===== config.mk =====
export PLATFORM = sky130hd
export DESIGN_NAME = priority_decoder_seq
export DESIGN_NICKNAME = d
export VERILOG_FILES = /design/src/rtl/priority_decoder_seq.sv
export SDC_FILE = /design/constraint.sdc
export NUM_CORES = 1
export LEC_CHECK = 0
export ABC_AREA = 1
export BUFFER_PORTS_ARGS = -buffer_cell sky130_fd_sc_hd__buf_2
export CAP_MARGIN = 20
export CORE_MARGIN = 5
export CORE_UTILIZATION = 50
export CTS_BUF_LIST = sky130_fd_sc_hd__clkbuf_2 sky130_fd_sc_hd__clkbuf_4 sky130_fd_sc_hd__clkbuf_8
export CTS_CLUSTER_DIAMETER = 120
export CTS_CLUSTER_SIZE = 16
export DETAILED_ROUTE_END_ITERATION = 8
export GPL_TIMING_DRIVEN = 0
export PLACE_DENSITY_LB_ADDON = 0.12
export RECOVER_POWER = 50
export SLEW_MARGIN = 15
export SYNTH_ARGS = -nofsm -noshare
export SYNTH_HDL_FRONTEND = slang
export SYNTH_SLANG_ARGS = --single-unit

===== constraint.sdc =====
create_clock -name clk -period 1.3 [get_ports clk]
set_input_delay 0.26 -clock clk [delete_from_list [all_inputs] [get_ports clk]]
set_output_delay 0.26 -clock clk [all_outputs]
set_load 0.02 [all_outputs]

===== src/rtl/priority_decoder_seq.sv =====
// priority_decoder_seq: decoder end of the priority encoder interface.
// Takes (z, y) index events through a valid/ready handshake and expands each
// in-range index into a registered one-hot word on a valid/ready output stage.
// It also keeps a sticky record of the indices seen, a saturating event count
// and a sticky range-error flag.
module priority_decoder_seq #(
    parameter int N  = 6,
    parameter int CW = 8,
    localparam int W = $clog2(N)
) (
    input  logic          clk,
    input  logic          reset_n,
    input  logic          z,
    input  logic [W-1:0]  y,
    output logic          in_ready,
    output logic [N-1:0]  d,
    output logic          d_valid,
    input  logic          d_ready,
    output logic [N-1:0]  pending,
    output logic [CW-1:0] cnt,
    output logic          err,
    input  logic          clr
);

    typedef enum logic {
        EMPTY = 1'b0,
        FULL  = 1'b1
    } state_t;

    // One extra bit so that an N equal to 2**W can still be represented.
    localparam logic [W:0] N_LIM = (W + 1)'(N);

    state_t        state_q, state_d;
    logic [N-1:0]  d_q, d_d;
    logic [N-1:0]  pending_q, pending_d;
    logic [CW-1:0] cnt_q, cnt_d;
    logic          err_q, err_d;

    logic          accept;
    logic          in_range;
    logic          take;
    logic [N-1:0]  word;

    // The counter stops at all-ones instead of wrapping.
    function automatic logic [CW-1:0] sat_inc(input logic [CW-1:0] v);
        return (&v) ? v : v + CW'(1);
    endfunction

    // Handshake and decode; in_ready depends only on the output stage.
    always_comb begin
        d_valid  = (state_q == FULL);
        in_ready = !d_valid || d_ready;
        accept   = z && in_ready;
        in_range = ({1'b0, y} < N_LIM);
        take     = accept && in_range;
        word     = N'(1) << y;
    end

    // Output stage next state: load on an in-range accept, drain when consumed.
    always_comb begin
        state_d = state_q;
        d_d     = d_q;
        case (state_q)
            EMPTY: begin
                if (take) begin
                    state_d = FULL;
                    d_d     = word;
                end
            end
            FULL: begin
                if (d_ready) begin
                    if (take) begin
                        state_d = FULL;
                        d_d     = word;
                    end else begin
                        state_d = EMPTY;
                        d_d     = '0;
                    end
                end
            end
            default: begin
                state_d = EMPTY;
                d_d     = '0;
            end
        endcase
    end

    // Sticky status: clr empties it first, then the current event is merged in
    // so an event coinciding with clr is never lost.
    always_comb begin
        pending_d = clr ? '0 : pending_q;
        cnt_d     = clr ? '0 : cnt_q;
        err_d     = clr ? 1'b0 : err_q;
        if (take) begin
            pending_d = pending_d | word;
            cnt_d     = sat_inc(cnt_d);
        end
        if (accept && !in_range) begin
            err_d = 1'b1;
        end
    end

    // State registers with asynchronous clear.
    always_ff @(posedge clk or negedge reset_n) begin
        if (!reset_n) begin
            state_q   <= EMPTY;
            d_q       <= '0;
            pending_q <= '0;
            cnt_q     <= '0;
            err_q     <= 1'b0;
        end else begin
            state_q   <= state_d;
            d_q       <= d_d;
            pending_q <= pending_d;
            cnt_q     <= cnt_d;
            err_q     <= err_d;
        end
    end

    assign d       = d_q;
    assign pending = pending_q;
    assign cnt     = cnt_q;
    assign err     = err_q;

endmodule


==> results.md, run 1 <==
- Drt first pass iters: 4
- Post-Route WL: 2580 um
- Seq/Total Area, Yosys: 0.479
- Final HPWL DP: 2010 um
- CTS sink count: 22
- Synth Cell Area: 1150 sq um
- Core area: 2210 sq um
- WP data required: 1040 ps
- Share of cells above drive strength 1: 0.253
- Synthesized netlist cell count: 151
- Antenna-violating nets left: 0
- HP Class: in -> reg
- Tmin final: 1240 ps
- Root buf cell: clkbuf_4
- First-pass GRT wire length: 4640 um
- PD cells: 1080 nW/um^2
- Total number of vias: 1070
- Avg WL per Cell: 12.0 um
- Die width: 58.0 um
- Hold slack: 262 ps
- Max H-tree Level: 1
- DRT met1 WL: 1050 um
- Setup crit end kind: output port
- FMAX: 806 MHz
- Routed wl met2: 1330 um
- Highest-count cells in the layout ignoring fill and taps: nand2_1, buf_2, dfrtp_1
- Slowest stage delay, CP: 430 ps
- Post-Synth Simple-Gate Area: 0.416
- Critical path launch point type: register
- Leading cell type in the layout, fill and taps excluded: nand2_1
- Multi-input logic area: 500 sq um
- Crit-path slowest cell: dfrtp_1
- Row cnt: 17
- Antenna violations before repair: 0
- Die Footprint: 3360 sq um
- Inserted Clock Buffers: 3
- Post-Synth Adder-Cell Area: 0
- Fin nets: 195
- Final Setup Violations: 0
- Fin. max-slew vios: 0
- Status: completed
- Clk Latency, worst-skew pair: 310 ps
- Area Overhead vs Synth: 22.1%
- Crit Path Max Fanout: 4
- Relative slew slack: 0.638
- CP arrival: 980 ps
- Drt via density: 5.00
- Final Hold Viols: 0
- Complex-gate fraction of the synthesized area: 0.0196
- DR DRC count: 0
- Avg Cell Area, Syn: 7.61 sq um
- CP startpoint: d_valid
- Critical path buffers and inverters: 1
- Total leakage power: 0.000823 uW
- Starting density of the core: 0.520
- CTS clk-pin slew, worst paths: 130 ps
- Crit path kind: reg -> out
- IO Count: 31
- Largest net degree at the start of global routing: 23
- Final Skew: 5.25 ps
- N_diodes: 0
- Setup TNS: 0 ps
- Register area: 553 sq um
- Highest routed layer: met4
- Max cap viols: 0
- 1st-iter DRT viols: 22
- CP delay by family, top: flip-flops
- Period utilization: 0.954
- Ys Warns: 0
- Post-Synthesis Net Count: 159
- Min-Delay Startpoint: y[0]
- WL met3: 149 um
- #FFs+latches synth: 22
- Mux contribution to synthesized area: 0
- Worst-Margin Slew: 542 ps
- Die Y: 58.0 um
- CTS tree: yes
- Gr ovfl total: 0
- Main combinational cell family by area after synthesis: simple AND/OR/NAND/NOR gates
- RSZ-0062 raised after global routing: no
- Vias in the first global route: 1076
- IO Port Bufs: 30
- RR Startpoint: cnt[5]
- Fill cells: 209
- CTS max path bufs: 2
- Final GP Congestion: 0.810
- Cells along the critical path: nand2_2 > buf_6
- Max IR drop VDD: 0.846 mV
- Synth Area in XOR/XNOR: 0
- Post-synthesis cell type count: 20
- GRT Overall Usage: 0.174
per-stage QoR:
stage	total power [uW]	std cells	utilization	area [sq um]	setup slack, ps
6_report	1510	214	0.635	1400	59.2
5_1_grt	1600	214	0.635	1400	10.5
4_1_cts	1520	214	0.632	1400	9.55
3_5_place_dp	1000	209	0.604	1340	85.9
3_3_place_gp	992	209	0.604	1340	119
2_1_floorplan	902	151	-	1150	89.1
worst paths after layout:
check                           slack (ps)  cells after the start         end
worst max-delay path                    60                      2    in_ready
worst min-delay path                   260                      3        d[5]
worst max register to register         110                      6      cnt[7]
worst min register to register         490                      2  pending[1]
max in group asynchronous              470                      2      cnt[0]
min in group asynchronous              450                      2      cnt[4]
power breakdown:
part | internal [uW] | switching, uW
Sequential | 721 | 32.1
Clock | 312 | 213
Combinational | 74.6 | 161
kinds of logic after synthesis:
group                  after synthesis
AO/OA/AOI/OAI                        4
buffers and inverters               22
flip-flops                          22
AND/OR/NAND/NOR                    103
layer usage:
metal | GRT usage | vias up
met1 | 0.203 | 485
li1 | - | 542
met2 | 0.321 | 33
met5 | 0 | -
met3 | 0.0356 | 10
met4 | 0.0464 | 0
worst register-to-register path, cell delays in order, from the launching register on:
cell     delay, ps
dfrtp_1        390
inv_1           50
nor2_1         200
nand2_1        120
nor2_2         150
nand3_2        110
nand3_1        110
cells in the mapped netlist:
cell      number  area, sq um
nand3_1       18         90.1
nor3_1         1         5.00
nand2_2        1         6.26
nand2_1       60          225
o211ai_1       1         7.51
inv_1         18         67.6
buf_6          2         22.5
inv_2          1         3.75
or2_2          1         6.26
nand3_4        1         17.5
o21ai_0        3         15.0
nand3b_1       1         7.51
nand3_2        3         30.0
nor2_4         1         11.3
nor2_1        11         41.3
nor2_2         1         6.26
nand4_1        3         18.8
nand4_2        1         12.5
dfrtp_1       22          551
buf_2          1         5.00
area by class of cell:
type / instances / share of cell area
plain buffers: 3 / 0.0196
clock buffers: 3 / 0.0160
clock inverters: 1 / 0.0214
inverters: 19 / 0.0508
multi-input cells: 107 / 0.357
flip-flops and latches: 22 / 0.394
well taps: 28 / 0.0250
repair buffers: 31 / 0.117
repair_timing:
item,in CTS,in global routing
hold buffers,1,0
endpoints found under the hold margin,22,0
setup endpoints to repair,1,2
buffers inserted,0,0
pin swaps,0,1
resized for setup,1,3
flip-flops by register name, summed over array words and instances, names as in the netlist:
| name | cells |
|---|---|
| cnt | 8 |
| d | 6 |
| d_valid | 1 |
| err | 1 |
| pending | 6 |
(Power assumes the default switching activity.)
==> run 2: changes to the inputs <==
- MAX_ROUTING_LAYER: not set -> met4
==> results.md, run 2 (synthesis results as in run 1) <==
- DR DRC count: 0 (unchanged)
- Drt via density: 4.94 (-1.2%)
- Die Y: 58.0 um (unchanged)
- Int Pwr: 1110 uW (about the same)
- Max IR drop VDD: 0.847 mV (about the same)
- Row cnt: 17 (unchanged)
- IO Count: 31 (unchanged)
- CP arrival: 980 ps (about the same)
- Largest net degree at the start of global routing: 23 (unchanged)
- Max cap viols: 0 (unchanged)
- N_diodes: 0 (unchanged)
- Critical path launch point type: register
- Die width: 58.0 um (unchanged)
- Tmin final: 1240 ps (-1.43 ps)
- R2R setup slack: 100 ps (about the same)
- Die Footprint: 3360 sq um (unchanged)
- Fin nets: 195 (unchanged)
- CP startpoint: d_valid
- Most crowded layer after global routing: met2
- CTS max path bufs: 2 (unchanged)
- Final Hold Viols: 0 (unchanged)
- IO Port Bufs: 30 (unchanged)
- FMAX: 807 MHz (+0.12%)
- GR Layer Usage met1: 0.208 (+0.00421)
- HP Class: in -> reg
- Setup TNS: 0 ps (unchanged)
- Final Skew: 3.98 ps (-1.27 ps)
- Final GP Congestion: 0.822 (+1.5%)
- Final Setup Violations: 0 (unchanged)
- Comb power frac: 0.156 (about the same)
- Antenna violations before repair: 0 (unchanged)
- RR Startpoint: cnt[5]
- Crit Path Max Fanout: 4 (unchanged)
- Post-Route WL: 2570 um (-0.35%)
- Worst-Margin Slew: 543 ps (+0.855 ps)
- Clk Latency, worst-skew pair: 310 ps (about the same)
- Max H-tree Level: 1 (unchanged)
- Antenna-violating nets left: 0 (unchanged)
- Met2 Use GR: 0.321 (unchanged)
- Total leakage power: 0.000823 uW (unchanged)
- Fin. max-slew vios: 0 (unchanged)
- Sequential share of power: 0.498 (about the same)
- Register area: 553 sq um (unchanged)
- CTS clk-pin slew, worst paths: 130 ps (about the same)
- Share of cells above drive strength 1: 0.253 (unchanged)
- Avg WL per Cell: 12.0 um (-0.35%)
- First-pass GRT wire length: 4640 um (unchanged)
- Final HPWL DP: 2010 um (unchanged)
- Net switching power: 404 uW (-0.41%)
- 1st-iter DRT viols: 22 (unchanged)
- Hold depth: 3 (unchanged)
- Inserted Clock Buffers: 3 (unchanged)
- Switching Fraction: 0.267 (-0.000795)
- Highest-count cells in the layout ignoring fill and taps: nand2_1, buf_2, dfrtp_1
- Multi-input logic area: 500 sq um (unchanged)
- Leading cell type in the layout, fill and taps excluded: nand2_1
- Relative slew slack: 0.638 (about the same)
- Crit path kind: reg -> out
- Design area: 1400 sq um (unchanged)
- Grt met3 use: 0.0290 (-0.00668)
- Area Overhead vs Synth: 22.1% (unchanged)
- Setup crit end kind: output port
- GRT Overall Usage: 0.179 (+0.00527)
- Fill cells: 209 (unchanged)
- Area after DPL: 1340 sq um (unchanged)
- Period utilization: 0.953 (-0.00110)
- Reg-to-reg endpoint: cnt[7]
- WP data required: 1040 ps (about the same)
- Core area: 2210 sq um (unchanged)
- Vias in the first global route: 1077 (+0.093%)
- CTS tree: yes
- CTS sink count: 22 (unchanged)
- Starting density of the core: 0.520 (unchanged)
- Drt first pass iters: 4 (unchanged)
- Worst Setup EP: in_ready
- Reg2Reg Depth: 6 (unchanged)
- Status: completed
- Gr ovfl total: 0 (unchanged)
- PD cells: 1080 nW/um^2 (-0.11%)
- Setup Fix Bufs, Post-CTS: 0 (unchanged)
- RSZ-0062 raised after global routing: no
- Root buf cell: clkbuf_4
- Clock power share: 0.346 (about the same)
- Total number of vias: 1057 (-1.2%)
- Max reg flops: 8 (unchanged)
==> run 2: critical path: stages (launching register included) <==
cell and delay (ps):
dfrtp_1 430, nand2_2 110, buf_6 130
==> run 2: worst min-delay path by stage <==
| stage | startpoint | end | slack [ps] |
|---|---|---|---|
| final | y[0] | d[5] | 260 |
| after global routing | y[0] | d[5] | 260 |
| after CTS | d_ready | d_valid | 260 |
| after detailed placement | reset_n | cnt[3] | 250 |
| after global placement | reset_n | cnt[0] | 250 |
| after floorplan | reset_n | cnt[0] | -40 |
==> run 2: power groups by stage <==
stage	sequential [uW]	combinational [uW]	clock, uW
after floorplan	808	93.9	0
after global placement	762	230	0
after detailed placement	765	235	0
after CTS	753	237	527
after global routing	760	263	574
final	753	235	524
==> run 2: area by class of cell <==
cell class              instances  area share
flip-flops and latches         22       0.394
plain buffers                   3      0.0196
inverters                      19      0.0508
clock buffers                   3      0.0160
repair buffers                 31       0.117
multi-input cells             107       0.357
clock inverters                 1      0.0214
well taps                      28      0.0250
==> run 2: repair_timing <==
| action | CTS | global route |
|---|---|---|
| pin swaps | 0 | 1 |
| gates resized for setup | 1 | 3 |
| hold buffers | 1 | 0 |
| hold endpoints to repair | 22 | 0 |
| endpoints found under the setup margin | 1 | 2 |
==> run 2: metrics by stage <==
step | utilization | power (uW) | hold WS, ps | cells | worst slack (ps)
floorplan | - | 902 | -35.6 | 151 | 89.1
global placement | 0.604 | 992 | 254 | 209 | 119
detailed placement | 0.604 | 1000 | 253 | 209 | 85.9
CTS | 0.632 | 1520 | 256 | 214 | 9.55
global route | 0.635 | 1600 | 258 | 214 | 10.5
finish | 0.635 | 1510 | 260 | 214 | 60.6
==> run 2: routing by layer <==
layer	part of all wire	vias to the layer above
met2	0.54	23
met5	0	-
met1	0.40	486
met3	0.050	4
li1	-	544
met4	0.0097	0
